$ cat src/rtl/fare_lookup_ctrl_if.sv
// Request, response and fare-RAM port-A signals of the fare-lookup engine.
// The engine connects through the slave modport; the keypad/RAM side uses master.
interface fare_lookup_ctrl_if #(
  parameter int unsigned LINE_W  = 2,
  parameter int unsigned PT_W    = 5,
  parameter int unsigned ADDR_W  = 19,
  parameter int unsigned PRICE_W = 4,
  parameter int unsigned QTY_W   = 2
);
  logic                       req_valid;
  logic                       req_ready;
  logic [LINE_W-1:0]          start_line;
  logic [PT_W-1:0]            start_point;
  logic [LINE_W-1:0]          end_line;
  logic [PT_W-1:0]            end_point;
  logic [QTY_W-1:0]           qty;
  logic                       ram_en;
  logic [ADDR_W-1:0]          ram_addr;
  logic [PRICE_W-1:0]         ram_dout;
  logic                       rsp_valid;
  logic                       rsp_ready;
  logic [PRICE_W-1:0]         rsp_price;
  logic [PRICE_W+QTY_W-1:0]   rsp_total;
  logic [1:0]                 rsp_err;

  modport slave (
    input  req_valid, start_line, start_point, end_line, end_point, qty, ram_dout, rsp_ready,
    output req_ready, ram_en, ram_addr, rsp_valid, rsp_price, rsp_total, rsp_err
  );

  modport master (
    output req_valid, start_line, start_point, end_line, end_point, qty, ram_dout, rsp_ready,
    input  req_ready, ram_en, ram_addr, rsp_valid, rsp_price, rsp_total, rsp_err
  );
endinterface

$ cat src/rtl/fare_lookup_ctrl.sv
// Fare-lookup engine: range-checks a journey request, reads the unit price from
// the fare table (port A) and returns unit price, total price and an error code.
module fare_lookup_ctrl #(
  parameter int unsigned               N_LINES   = 4,
  parameter int unsigned               PT_W      = 5,
  parameter int unsigned               STRIDE    = 100,
  parameter logic [8*N_LINES-1:0]      LINE_BASE = {8'd82, 8'd53, 8'd27, 8'd0},
  parameter logic [8*N_LINES-1:0]      LINE_CNT  = {8'd18, 8'd29, 8'd26, 8'd27},
  parameter int unsigned               ADDR_W    = 19,
  parameter int unsigned               PRICE_W   = 4,
  parameter int unsigned               QTY_W     = 2,
  parameter int unsigned               RAM_LAT   = 1,
  localparam int unsigned              LINE_W    = (N_LINES > 1) ? $clog2(N_LINES) : 1
) (
  input logic               clk,
  input logic               rst,
  fare_lookup_ctrl_if.slave bus
);

  localparam logic [2:0] StIdle    = 3'd0;
  localparam logic [2:0] StCheck   = 3'd1;
  localparam logic [2:0] StAddr    = 3'd2;
  localparam logic [2:0] StWait    = 3'd3;
  localparam logic [2:0] StCapture = 3'd4;
  localparam logic [2:0] StResp    = 3'd5;

  // WAIT spans RAM_LAT-1 cycles; with RAM_LAT=1 it is bypassed entirely.
  localparam int unsigned WAIT_LAST = (RAM_LAT > 1) ? RAM_LAT - 2 : 0;

  logic [2:0]               state_q, state_d;
  logic [LINE_W-1:0]        start_line_q, end_line_q;
  logic [PT_W-1:0]          start_point_q, end_point_q;
  logic [QTY_W-1:0]         qty_q;
  logic [1:0]               cnt_q;
  logic [ADDR_W-1:0]        ram_addr_q;
  logic [PRICE_W-1:0]       price_q;
  logic [PRICE_W+QTY_W-1:0] total_q;
  logic [1:0]               err_q;

  logic [31:0]              s_gidx, e_gidx, s_cnt, e_cnt;
  logic [1:0]               err_code;
  logic [ADDR_W-1:0]        addr_calc;

  // Station count of a line; a nonexistent line reports 0 stations so any
  // point on it fails the range check.
  function automatic logic [31:0] cnt_of(input logic [LINE_W-1:0] line);
    logic [31:0] cnt;
    cnt = 32'd0;
    for (int unsigned i = 0; i < N_LINES; i++) begin
      if (32'(line) == i) cnt = 32'(LINE_CNT[8*i +: 8]);
    end
    return cnt;
  endfunction

  function automatic logic [31:0] base_of(input logic [LINE_W-1:0] line);
    logic [31:0] base;
    base = 32'd0;
    for (int unsigned i = 0; i < N_LINES; i++) begin
      if (32'(line) == i) base = 32'(LINE_BASE[8*i +: 8]);
    end
    return base;
  endfunction

  // Request validation and fare-table address from the latched request.
  always_comb begin
    s_cnt  = cnt_of(start_line_q);
    e_cnt  = cnt_of(end_line_q);
    s_gidx = base_of(start_line_q) + 32'(start_point_q);
    e_gidx = base_of(end_line_q) + 32'(end_point_q);
    err_code = 2'd0;
    if (32'(start_point_q) >= s_cnt || 32'(end_point_q) >= e_cnt) begin
      err_code = 2'd1;
    end else if (s_gidx == e_gidx) begin
      err_code = 2'd2;
    end else if (qty_q == '0) begin
      err_code = 2'd3;
    end
    addr_calc = ADDR_W'(s_gidx * STRIDE + e_gidx);
  end

  // Next-state logic.
  always_comb begin
    state_d = state_q;
    case (state_q)
      StIdle:    if (bus.req_valid) state_d = StCheck;
      StCheck:   state_d = (err_code != 2'd0) ? StResp : StAddr;
      StAddr:    state_d = (RAM_LAT > 1) ? StWait : StCapture;
      StWait:    if (32'(cnt_q) == WAIT_LAST) state_d = StCapture;
      StCapture: state_d = StResp;
      StResp:    if (bus.rsp_ready) state_d = StIdle;
      default:   state_d = StIdle;
    endcase
  end

  // State, request latch, RAM address and response registers.
  always_ff @(posedge clk) begin
    if (rst) begin
      state_q       <= StIdle;
      start_line_q  <= '0;
      start_point_q <= '0;
      end_line_q    <= '0;
      end_point_q   <= '0;
      qty_q         <= '0;
      cnt_q         <= '0;
      ram_addr_q    <= '0;
      price_q       <= '0;
      total_q       <= '0;
      err_q         <= '0;
    end else begin
      state_q <= state_d;
      if (state_q == StIdle && bus.req_valid) begin
        start_line_q  <= bus.start_line;
        start_point_q <= bus.start_point;
        end_line_q    <= bus.end_line;
        end_point_q   <= bus.end_point;
        qty_q         <= bus.qty;
      end
      if (state_q == StAddr) begin
        cnt_q <= '0;
      end else if (state_q == StWait) begin
        cnt_q <= cnt_q + 2'd1;
      end
      if (state_q == StCheck) begin
        if (err_code == 2'd0) begin
          ram_addr_q <= addr_calc;
        end else begin
          price_q <= '0;
          total_q <= '0;
          err_q   <= err_code;
        end
      end
      if (state_q == StCapture) begin
        price_q <= bus.ram_dout;
        total_q <= (PRICE_W+QTY_W)'(bus.ram_dout) * (PRICE_W+QTY_W)'(qty_q);
        err_q   <= 2'd0;
      end
    end
  end

  assign bus.req_ready = (state_q == StIdle);
  assign bus.ram_en    = (state_q == StAddr);
  assign bus.ram_addr  = ram_addr_q;
  assign bus.rsp_valid = (state_q == StResp);
  assign bus.rsp_price = price_q;
  assign bus.rsp_total = total_q;
  assign bus.rsp_err   = err_q;

endmodule

$ cat src/flat_wrapper.sv
// flat-port wrapper written by rule: the top's interface ports become plain ports
module fare_lookup_ctrl_flat 
#(
  parameter int unsigned               N_LINES   = 4,
  parameter int unsigned               PT_W      = 5,
  parameter int unsigned               STRIDE    = 100,
  parameter logic [8*N_LINES-1:0]      LINE_BASE = {8'd82, 8'd53, 8'd27, 8'd0},
  parameter logic [8*N_LINES-1:0]      LINE_CNT  = {8'd18, 8'd29, 8'd26, 8'd27},
  parameter int unsigned               ADDR_W    = 19,
  parameter int unsigned               PRICE_W   = 4,
  parameter int unsigned               QTY_W     = 2,
  parameter int unsigned               RAM_LAT   = 1,
  localparam int unsigned              LINE_W    = (N_LINES > 1) ? $clog2(N_LINES) : 1
)
  (clk, rst, bus_req_valid, bus_start_line, bus_start_point, bus_end_line, bus_end_point, bus_qty, bus_ram_dout, bus_rsp_ready, bus_req_ready, bus_ram_en, bus_ram_addr, bus_rsp_valid, bus_rsp_price, bus_rsp_total, bus_rsp_err);
  fare_lookup_ctrl_if #(.LINE_W((2)), .PT_W(PT_W), .ADDR_W(ADDR_W), .PRICE_W(PRICE_W), .QTY_W(QTY_W)) bus_i ();
  input logic clk;
  input logic rst;
  input wire logic [$bits(bus_i.req_valid)-1:0] bus_req_valid;
  input wire logic [$bits(bus_i.start_line)-1:0] bus_start_line;
  input wire logic [$bits(bus_i.start_point)-1:0] bus_start_point;
  input wire logic [$bits(bus_i.end_line)-1:0] bus_end_line;
  input wire logic [$bits(bus_i.end_point)-1:0] bus_end_point;
  input wire logic [$bits(bus_i.qty)-1:0] bus_qty;
  input wire logic [$bits(bus_i.ram_dout)-1:0] bus_ram_dout;
  input wire logic [$bits(bus_i.rsp_ready)-1:0] bus_rsp_ready;
  output wire logic [$bits(bus_i.req_ready)-1:0] bus_req_ready;
  output wire logic [$bits(bus_i.ram_en)-1:0] bus_ram_en;
  output wire logic [$bits(bus_i.ram_addr)-1:0] bus_ram_addr;
  output wire logic [$bits(bus_i.rsp_valid)-1:0] bus_rsp_valid;
  output wire logic [$bits(bus_i.rsp_price)-1:0] bus_rsp_price;
  output wire logic [$bits(bus_i.rsp_total)-1:0] bus_rsp_total;
  output wire logic [$bits(bus_i.rsp_err)-1:0] bus_rsp_err;
  assign bus_i.req_valid = bus_req_valid;
  assign bus_i.start_line = bus_start_line;
  assign bus_i.start_point = bus_start_point;
  assign bus_i.end_line = bus_end_line;
  assign bus_i.end_point = bus_end_point;
  assign bus_i.qty = bus_qty;
  assign bus_i.ram_dout = bus_ram_dout;
  assign bus_i.rsp_ready = bus_rsp_ready;
  assign bus_req_ready = bus_i.req_ready;
  assign bus_ram_en = bus_i.ram_en;
  assign bus_ram_addr = bus_i.ram_addr;
  assign bus_rsp_valid = bus_i.rsp_valid;
  assign bus_rsp_price = bus_i.rsp_price;
  assign bus_rsp_total = bus_i.rsp_total;
  assign bus_rsp_err = bus_i.rsp_err;
  fare_lookup_ctrl #(.N_LINES(N_LINES), .PT_W(PT_W), .STRIDE(STRIDE), .LINE_BASE(LINE_BASE), .LINE_CNT(LINE_CNT), .ADDR_W(ADDR_W), .PRICE_W(PRICE_W), .QTY_W(QTY_W), .RAM_LAT(RAM_LAT)) u_core (.clk(clk), .rst(rst), .bus(bus_i));
endmodule
$ cat config.mk
export PLATFORM = sky130hd
export DESIGN_NAME = fare_lookup_ctrl_flat
export DESIGN_NICKNAME = d
export VERILOG_FILES = /design/src/rtl/fare_lookup_ctrl_if.sv /design/src/rtl/fare_lookup_ctrl.sv /design/src/flat_wrapper.sv
export SDC_FILE = /design/constraint.sdc
export NUM_CORES = 1
export LEC_CHECK = 0
export BUFFER_PORTS_ARGS = -buffer_cell sky130_fd_sc_hd__buf_2
export CAP_MARGIN = 20
export CORE_AREA = 5 5 88 110
export CTS_CLUSTER_DIAMETER = 50
export DETAILED_ROUTE_END_ITERATION = 7
export DIE_AREA = 0 0 93 115
export HOLD_SLACK_MARGIN = 0.08
export PLACE_DENSITY_LB_ADDON = 0.05
export SYNTH_ARGS = -nofsm -noshare
export SYNTH_HDL_FRONTEND = slang
export SYNTH_SLANG_ARGS = --single-unit
$ cat constraint.sdc
create_clock -name clk -period 16.1 [get_ports clk]
set_input_delay 2.415 -clock clk [delete_from_list [all_inputs] [get_ports clk]]
set_output_delay 2.415 -clock clk [all_outputs]
set_load 0.1 [all_outputs]
# Yosys cells after proc, flatten, opt, wreduce, memory -nomap -nowiden
# Cells that the tools add are included.
[word_totals]
ff_bits = 52
word_cells = 80
[op_classes]
addsub = 4
n_mul = 2
n_lt_le_gt_ge = 2
eq_ne = 16
n_mux = 28
n_bitwise = 1
n_reduce_logical = 16
[op_table]
columns = ["op", "n"]
rows = [
  ["$mux 5", 10],
  ["$eq 32x32->1", 1],
  ["$mul 32x5->17 const B", 1],
  ["$mux 6", 5],
  ["$add 19x19->19", 1],
  ["$pmux 3 s6", 1],
  ["$add 7x5->8", 2],
  ["$mux 7", 2],
  ["$mux 3", 4],
  ["$mux 4", 3],
  ["$ge 5x5->1", 2],
  ["$logic_not 2->1", 5],
  ["$eq 2x2->1 const B", 4],
  ["$eq 3x2->1 const B", 2],
  ["$eq 3x3->1 const B", 2],
  ["$mul 4x2->6", 1],
  ["$mux 2", 3],
  ["$ne 2x2->1 const B", 3],
  ["$reduce_and 2->1", 3],
  ["$eq 2x1->1 const B", 2],
  ["$reduce_bool 2->1", 2],
  ["$reduce_or 2->1", 2],
  ["$eq 3x1->1 const B", 1],
  ["$logic_not 3->1", 1],
  ["other kinds (6)", 6],
]

# Logic depth before layout (Yosys ltp)
# Gate-level depths: netlist of run 1.
[logic_depth]
depth_word = 12
ltp_mapped = 22
ltp_nobuf = 22

# Worst setup path before layout of run 1
# No wires, ideal clock.
[synth_path]
kind = "register to output"
startpoint = "reg u_core.state_q[1]"
endpoint = "out bus_ram_en"
t_arrival_ns = 2.909
t_required_ns = 13.685
setup_slack_ns = 10.776
path_stages_with_launch = 3
n_path_buf = 1
path_cell_list = "dfxtp_1 > clkbuf_1 > nor3b_1"
[synth_between]
elab_chain_len = 1
[synth_lines]
columns = ["item", "line", "rtl"]
rows = [
  ["start, declared", "fare_lookup_ctrl.sv:30", "logic [2:0] state_q, state_d;"],
  ["start signal, assigned", "fare_lookup_ctrl.sv:98", "state_q <= StIdle;"],
  ["start signal, assigned", "fare_lookup_ctrl.sv:110", "state_q <= state_d;"],
  ["$eq 3x2->1", "fare_lookup_ctrl.sv:141", "assign bus.ram_en = (state_q == StAddr);"],
  ["end, declared", "flat_wrapper.sv:28", "output wire logic [$bits(bus_i.ram_en)-1:0] bus_ram_en;"],
]
# No other way between the ends.

# Final worst setup path of run 1
[layout_path]
startpoint = "reg u_core.start_line_q[0]"
endpoint = "reg u_core.ram_addr_q[15] (netlist: u_core.bus.ram_addr[15])"
[layout_between]
elab_chain_len = 10
elab_cells_between_ends = 21
classes_between = "2 x add/sub; 1 x mul; 1 x order compare; 4 x eq/ne; 9 x mux; 4 x reduce/logical"
[layout_lines]
columns = ["item", "line", "rtl"]
rows = [
  ["start, declared", "fare_lookup_ctrl.sv:31", "logic [LINE_W-1:0] start_line_q, end_line_q;"],
  ["start signal, assigned", "fare_lookup_ctrl.sv:112", "start_line_q <= bus.start_line;"],
  ["parallel branches: the longest is 10 deep, another holds $mul 32x5->17", "--", ""],
  ["end signal, assigned", "fare_lookup_ctrl.sv:125", "ram_addr_q <= addr_calc;"],
  ["end, declared", "fare_lookup_ctrl.sv:35", "logic [ADDR_W-1:0] ram_addr_q;"],
]
# Parallel ways; which one is timed is not known.
# A chain may end at the register's enable or synchronous reset.

==> results of run 1 <==
==> metrics by stage <==
step	cells	util
global route	628	0.5363
finish	628	0.5363
CTS	627	0.5357
detailed placement	619	0.5234
floorplan	478	-
global placement	619	0.5234
==> final cells by class <==
cell class | instances | area share
sequential | 50 | 0.2181
timing repair buffer | 57 | 0.06270
inverter | 36 | 0.02944
clock buffer | 7 | 0.02099
tap | 100 | 0.02726
multi-input combinational | 377 | 0.6396
clock inverter | 1 | 0.001908
==> power breakdown <==
| part | internal [mW] | total, mW | switching, mW |
|---|---|---|---|
| combinational | 0.0999 | 0.290 | 0.191 |
| sequential | 0.135 | 0.146 | 0.0116 |
| clock | 0.0395 | 0.0836 | 0.0441 |
==> placed cells by master, fill, tap and decap left out, drive strengths merged, types with 8 or more instances in the layout <==
cell / synthesis / final
nand2b: 17 / 17
dfxtp: 50 / 50
xor2: 19 / 19
nand2: 44 / 44
a22o: 8 / 8
mux2i: 13 / 13
o21ai: 8 / 8
a21oi: 34 / 34
ha: 69 / 69
xnor2: 16 / 16
and2: 10 / 10
nor2: 38 / 38
buf: 5 / 57
inv: 36 / 36
==> path summary, 6_finish.rpt <==
kind	endpoint	depth (start not counted)	slack (ns)
min reg2reg	u_core.cnt_q[1]	2	0.46
max	u_core.bus.ram_addr[15]	22	10.38
max reg2reg	u_core.bus.ram_addr[15]	22	10.38
min	u_core.cnt_q[1]	2	0.46
==> flip-flops by register name (all words and copies together), names as in the netlist <==
| register | count |
|---|---|
| u_core.bus.ram_addr | 17 |
| u_core.bus.rsp_err | 2 |
| u_core.bus.rsp_price | 4 |
| u_core.bus.rsp_total | 6 |
| u_core.cnt_q | 2 |
| u_core.end_line_q | 2 |
| u_core.end_point_q | 5 |
| u_core.qty_q | 2 |
| u_core.start_line_q | 2 |
| u_core.start_point_q | 5 |
| u_core.state_q | 3 |
==> metal layers <==
metal,up-vias,GRT usage
met1,1563,0.2011
met5,-,0
met4,0,0.05083
met3,10,0.03076
met2,52,0.3527
li1,1767,-
==> kinds of logic after synthesis <==
kind of cell	Yosys count	synth area share
AOI/OAI and AO/OA	98	0.1721
xor gates and xnor gates	35	0.07408
other	1	0.0009063
and+or+nand+nor	153	0.1860
adders and majority gates	76	0.2425
DFF	50	0.2419
muxes	13	0.03145
buffers and inverters	51	0.05110
==> critical path, stage by stage (launching register included) <==
cell and delay (ns):
dfxtp_1 0.44, inv_1 0.14, ha_1 0.30, ha_1 0.15, inv_1 0.05, fa_1 0.39, or3b_1 0.38, a21oi_1 0.18
o21ai_1 0.09, xor2_1 0.41, inv_1 0.14, ha_1 0.33, ha_1 0.29, ha_1 0.29, ha_1 0.22, or3_1 0.41
nand2b_1 0.16, a2bb2oi_1 0.13, xor2_1 0.23, or4bb_1 0.53, xnor2_1 0.14, mux2i_1 0.13, nor2_1 0.05
==> qor.log, run 1 <==
qor: status.outcome finished clean
qor: critical_path.critPathKind reg2reg
qor: floorplanning.start_util 0.4835
qor: sta.setup_tns 0 ns
qor: synth.ys.warnings.count 0
qor: synth.synth_edf_count 0
qor: drt.length_of_routed_met2_wiring 5.047 mm
qor: clock_network.clockBufferDepth 2
qor: synth.synth_top_cells_by_count ha_1, dfxtp_1, nand2_1
qor: global_route.grt_max_degree 42
qor: drt.route.top_layer_used met4
qor: sta.max_slew.worst_pin.slew 0.7807 ns
qor: clock_network.ctsResizeCount 0
qor: sta.rsz0062_at_grt no
qor: global_route.first_global_vias 3,385
qor: synth.synth_instances 477
qor: layout.finalInstanceArea 4589 um^2
qor: drt.finalWirelength 9.234 mm
qor: clock_network.h_tree_lvl_count 2
qor: drt.vias 3,392
qor: critical_path.critical_path_arrival 5.90 ns
qor: sta.headroom_to_the_max_slew_limit 0.4795
qor: synth.yosys.area.top_type_share 0.2419
qor: critical_path.crit_fanout 6
qor: drt.post-route-drc-count 0
qor: drt.drt-wirelength-per-cell 14.70 um
qor: drt.met3_wirelength 300 um
qor: clock_network.clk_transition_reported_paths 0.10 ns
qor: clock_network.cts.sinks 50
qor: sta.fmaxAchievable 174.9 MHz
qor: layout.multi_input_comb_area 2935 um^2
qor: sta.final_min_period_over_clock_period 0.3550
qor: synth.synth_async_sr_flop_share 0
qor: synth.netlist-cell-type-count 55
qor: drt.detail_route.wirelength.met1 3.742 mm
qor: floorplanning.die_height 115 um
qor: global_route.globalRouteOverflowTotal 0
qor: placed_design.placement.io_buffers 55
qor: layout.antennaDiodeCount 0
qor: clock_network.clock_root_buffer clkbuf_8
qor: run.maxCapViolCount 0
qor: drt.initial_drc_count 130
qor: sta.hold-worst-slack 0.4573 ns
qor: drt.detailedRoute.firstPassIterationCount 4
qor: placed_design.gp_congestion 0.7918
qor: floorplanning.cell_row_count 38
qor: sta.period_minus_slack 5.716 ns
qor: global_route.grt_first_pass_wirelength 15.70 mm
qor: placed_design.detailedPlace.worstSlack 10.34 ns
qor: layout.sequential_cell_area 1001 um^2
qor: min_path.min_path_type reg2reg
qor: min_path.min_delay_startpoint u_core.cnt_q[1]
qor: drt.drt.antenna.violating_nets 0
qor: critical_path.crit_start u_core.start_line_q[0]
qor: pwr.pwr_density_cell 113.3 nW/um^2
qor: global_route.grt_antenna_before_repair 0
qor: layout.drive_gt1_frac 0.1345
qor: pwr.max-vdd-ir-drop 0.07252 mV
qor: critical_path.crit-reg2reg-launch u_core.start_line_q[0]
qor: placed_design.dp_hpwl 7.592 mm
qor: layout.nFillCells 843
qor: synth.netlist.top_cell.by_area dfxtp_1
qor: layout.final_net_count 627
qor: sta.number_of_pins_with_negative_max_slew_slack_in_the_final_report 0
qor: synth.synth_most_common_cell ha_1
qor: global_route.globalRouteTotalUtil 0.1818
qor: clock_network.clock_buffer_count_from_cts 5
qor: floorplanning.fp.dieArea 10,700 um^2
qor: layout.areaGrowthSynthToFinish 10.92%
qor: synth.mappedNetlistArea 4138 um^2
qor: floorplanning.number_of_placed_i_o_pins 58
qor: drt.vias_per_cell 5.401
qor: clock_network.postCtsSetupRepairBufs 0
qor: synth.synthTopCellsByArea dfxtp_1, ha_1, a21oi_1
qor: synth.synth.ff_latch_count 50
qor: sta.postLayoutSetupSlackWorst 10.38 ns
qor: sta.final_hold_violating_endpoints 0
qor: critical_path.critical_path_required 16.28 ns
qor: floorplanning.die_w 93 um
qor: floorplanning.core-area 8558 um^2
qor: critical_path.timing.critical_path.from_type flip-flop
qor: pwr.p_leak 2.286 nW
qor: pwr.totalPowerFinal 520.1 uW
qor: clock_network.cts_tree yes
qor: synth.synth.yosys.seq_area_share 0.2419
qor: placed_design.post_detailed_placement_cell_area 4479 um^2
qor: sta.setup_viol 0
qor: sta.final.setup_skew 0.009568 ns
qor: critical_path.worstSetupEndpointType flip-flop
qor: synth.syn-mean-instance-area 8.674 um^2
qor: clock_network.worstSkewPairLatency 0.32 ns
qor: synth.yosys_most_used_dff dfxtp_1
qor: clock_network.cts-hold-fix-buffers 0
No activity file was read; power rests on OpenSTA's default activity.
==> inputs of run 2 (changes only) <==
==> constraint.sdc (replaced) <==
create_clock -name clk -period 5.1 [get_ports clk]
set_input_delay 0.765 -clock clk [delete_from_list [all_inputs] [get_ports clk]]
set_output_delay 0.765 -clock clk [all_outputs]
set_load 0.1 [all_outputs]
==> run 2 against run 1 <==
Against the previous run:
- core utilization grew 4.1 points
- critical path type unchanged
- via count grew 4.9%
- highest routed layer unchanged
- clock skew grew 0.0019 ns
- critical path depth shrank 1
- clock-buffer cell count shrank 1
- wire length grew 4.8%
==> qor.log, run 2 (synthesis results as in run 1) <==
qor: layout.final_net_count 646 [was 627]
qor: sta.final.setup_skew 0.01147 ns [was 0.009568 ns]
qor: global_route.globalRouteOverflowTotal 0 [unchanged]
qor: run.maxCapViolCount 0 [unchanged]
qor: floorplanning.die_w 93 um [unchanged]
qor: drt.post-route-drc-count 0 [unchanged]
qor: placed_design.placement.io_buffers 55 [unchanged]
qor: placed_design.gp_congestion 0.7778 [was 0.7918]
qor: min_path.hold_path_depth 2 [unchanged]
qor: drt.initial_drc_count 108 [was 130]
qor: critical_path.ordered_list_of_cells_on_the_worst_path inv_2 > ha_1 > ha_2 > inv_1 > fa_2 > or3b_4 > a21oi_4 > nor2_2 > ha_1 > ha_1 > fa_2 > ha_4 > o21ai_1 > a21oi_2 > o31a_1 > or3_4 > buf_4 > nor3_1 > xnor2_1 > mux2i_1 > nor2_1 [was inv_1 > ha_1 > ha_1 > inv_1 > fa_1 > or3b_1 > a21oi_1 > o21ai_1 > xor2_1 > inv_1 > ha_1 > ha_1 > ha_1 > ha_1 > or3_1 > nand2b_1 > a2bb2oi_1 > xor2_1 > or4bb_1 > xnor2_1 > mux2i_1 > nor2_1]
qor: pwr.p_leak 2.366 nW [was 2.286 nW]
qor: critical_path.critical_path_arrival 5.13 ns [was 5.90 ns]
qor: sta.fmaxAchievable 202.0 MHz [was 174.9 MHz]
qor: clock_network.clockBufferDepth 2 [unchanged]
qor: floorplanning.die_height 115 um [unchanged]
qor: drt.detailedRoute.firstPassIterationCount 4 [unchanged]
qor: pwr.max-vdd-ir-drop 0.2477 mV [was 0.07252 mV]
qor: sta.number_of_pins_with_negative_max_slew_slack_in_the_final_report 0 [unchanged]
qor: clock_network.clock_root_buffer clkbuf_8 [unchanged]
qor: critical_path.reg2regPathDepth 21 [was 22]
qor: layout.nFillCells 822 [was 843]
qor: drt.drt-wirelength-per-cell 14.98 um [was 14.70 um]
qor: critical_path.crit_buf_inv 3 [unchanged]
qor: layout.finalInstanceArea 4937 um^2 [was 4589 um^2]
qor: floorplanning.core-area 8558 um^2 [unchanged]
qor: critical_path.crit_fanout 5 [was 6]
qor: critical_path.critPathKind reg2reg [unchanged]
qor: clock_network.cts_tree yes [unchanged]
qor: drt.vias_per_cell 5.506 [was 5.401]
qor: clock_network.clock_buffer_count_from_cts 5 [unchanged]
qor: layout.antennaDiodeCount 0 [unchanged]
qor: critical_path.worstSetupEndpointType flip-flop [unchanged]
qor: clock_network.cts.sinks 50 [unchanged]
qor: critical_path.timing.critical_path.from_type flip-flop [unchanged]
qor: layout.largest_register_ff_count 17 [unchanged]
qor: critical_path.critPathTopFamily adder cells [unchanged]
qor: pwr.pwr_density_cell 354.7 nW/um^2 [was 113.3 nW/um^2]
qor: floorplanning.cell_row_count 38 [unchanged]
qor: clock_network.h_tree_lvl_count 2 [unchanged]
qor: drt.drt.antenna.violating_nets 0 [unchanged]
qor: placed_design.post_detailed_placement_cell_area 4622 um^2 [was 4479 um^2]
qor: floorplanning.number_of_placed_i_o_pins 58 [unchanged]
qor: sta.max_slew.worst_pin.slew 0.7505 ns [was 0.7807 ns]
qor: sta.final_hold_violating_endpoints 0 [unchanged]
qor: global_route.first_global_vias 3,466 [was 3,385]
qor: layout.areaGrowthSynthToFinish 19.32% [was 10.92%]
qor: sta.headroom_to_the_max_slew_limit 0.4996 [was 0.4795]
qor: drt.vias 3,557 [was 3,392]
qor: layout.mostFrequentLayoutCells ha_1, buf_2, dfxtp_1 [unchanged]
qor: layout.drive_gt1_frac 0.2253 [was 0.1345]
qor: global_route.grt_antenna_before_repair 0 [unchanged]
qor: critical_path.timing.critical_path.slowest_stage_cell fa_2 [was or4bb_1]
qor: clock_network.worstSkewPairLatency 0.31 ns [was 0.32 ns]
qor: global_route.globalRouteTotalUtil 0.1809 [was 0.1818]
qor: status.outcome finished clean [unchanged]
qor: min_path.min_path_type reg2reg [unchanged]
qor: critical_path.critical_path_required 5.28 ns [was 16.28 ns]
qor: drt.finalWirelength 9.675 mm [was 9.234 mm]
qor: layout.most_common_cell_after_layout_fill_and_taps_aside ha_1 [unchanged]
qor: global_route.grt_first_pass_wirelength 15.86 mm [was 15.70 mm]
qor: sta.setup_viol 0 [unchanged]
qor: global_route.grt_max_degree 42 [unchanged]
qor: sta.hold-worst-slack 0.4600 ns [was 0.4573 ns]
qor: sta.final_min_period_over_clock_period 0.9707 [was 0.3550]
qor: critical_path.path_depth 21 [was 22]
qor: floorplanning.start_util 0.4835 [unchanged]
qor: placed_design.dp_hpwl 7.658 mm [was 7.592 mm]
qor: sta.period_minus_slack 4.951 ns [was 5.716 ns]
qor: layout.fin_util 0.5769 [was 0.5363]
qor: critical_path.crit_path_frequent_cell ha_1 [unchanged]
qor: floorplanning.fp.dieArea 10,700 um^2 [unchanged]
qor: critical_path.cpPeakStageDelay 0.56 ns [was 0.53 ns]
qor: clock_network.clk_transition_reported_paths 0.10 ns [about the same]
-- run 2: repair_timing --
item                                    CTS  global route
pin swaps                                 3            15
buffers inserted                          0             3
hold buffers                              0             0
gates cloned                              0             0
endpoints found under the setup margin    3             5
resized for setup                         1            32
-- run 2: where the power goes --
| group | internal [mW] | switching (mW) | total [mW] |
|---|---|---|---|
| Clock | 0.0946 | 0.137 | 0.231 |
| Combinational | 0.415 | 0.644 | 1.06 |
| Sequential | 0.425 | 0.0354 | 0.460 |
| Total | 0.935 | 0.816 | 1.75 |
-- run 2: metal layers --
layer | up-vias | wire length, um | share of wire | global-route usage
met4 | 0 | 181 | 0.019 | 0.05572
met1 | 1686 | 3965 | 0.41 | 0.1980
met5 | - | 0 | 0 | 0
met2 | 64 | 5213 | 0.54 | 0.3546
li1 | 1795 | - | - | -
met3 | 12 | 315 | 0.033 | 0.02618
-- run 2: final cells by class --
cell class / instances / area (um^2) / area share
sequential: 50 / 1006 / 0.2037
clock inverter: 1 / 7.507 / 0.001521
tap: 100 / 125.1 / 0.02534
inverter: 36 / 135.1 / 0.02737
timing repair buffer: 76 / 432.9 / 0.08768
clock buffer: 6 / 72.57 / 0.01470
multi-input combinational: 377 / 3158 / 0.6396
-- run 2: worst reg2reg max path, stage by stage, from the launching register on --
cell     delay [ns]
dfxtp_4        0.36
inv_2          0.03
ha_1           0.27
ha_2           0.17
inv_1          0.06
fa_2           0.36
or3b_4         0.40
a21oi_4        0.18
nor2_2         0.06
ha_1           0.29
ha_1           0.30
fa_2           0.56
ha_4           0.22
o21ai_1        0.17
a21oi_2        0.08
o31a_1         0.27
or3_4          0.42
buf_4          0.15
nor3_1         0.22
xnor2_1        0.09
mux2i_1        0.13
nor2_1         0.05
-- run 2: worst paths after layout --
check / end / slack (ns) / from
max: u_core.bus.ram_addr[13] / 0.15 / u_core.start_line_q[0]
min: u_core.cnt_q[1] / 0.46 / u_core.cnt_q[1]
max reg2reg: u_core.bus.ram_addr[13] / 0.15 / u_core.start_line_q[0]
min reg2reg: u_core.cnt_q[1] / 0.46 / u_core.cnt_q[1]
-- run 2: metrics by stage --
stage | total power, mW | worst slack [ns] | instances | setup TNS, ns
after floorplan | 1.205 | 0.003501 | 478 | 0
after global placement | 1.424 | 0.07614 | 635 | 0
after detailed placement | 1.439 | -0.03521 | 635 | -0.04677
after CTS | 1.676 | 0.001743 | 642 | 0
after global routing | 1.890 | -0.05733 | 646 | -0.1191
final | 1.751 | 0.1493 | 646 | 0
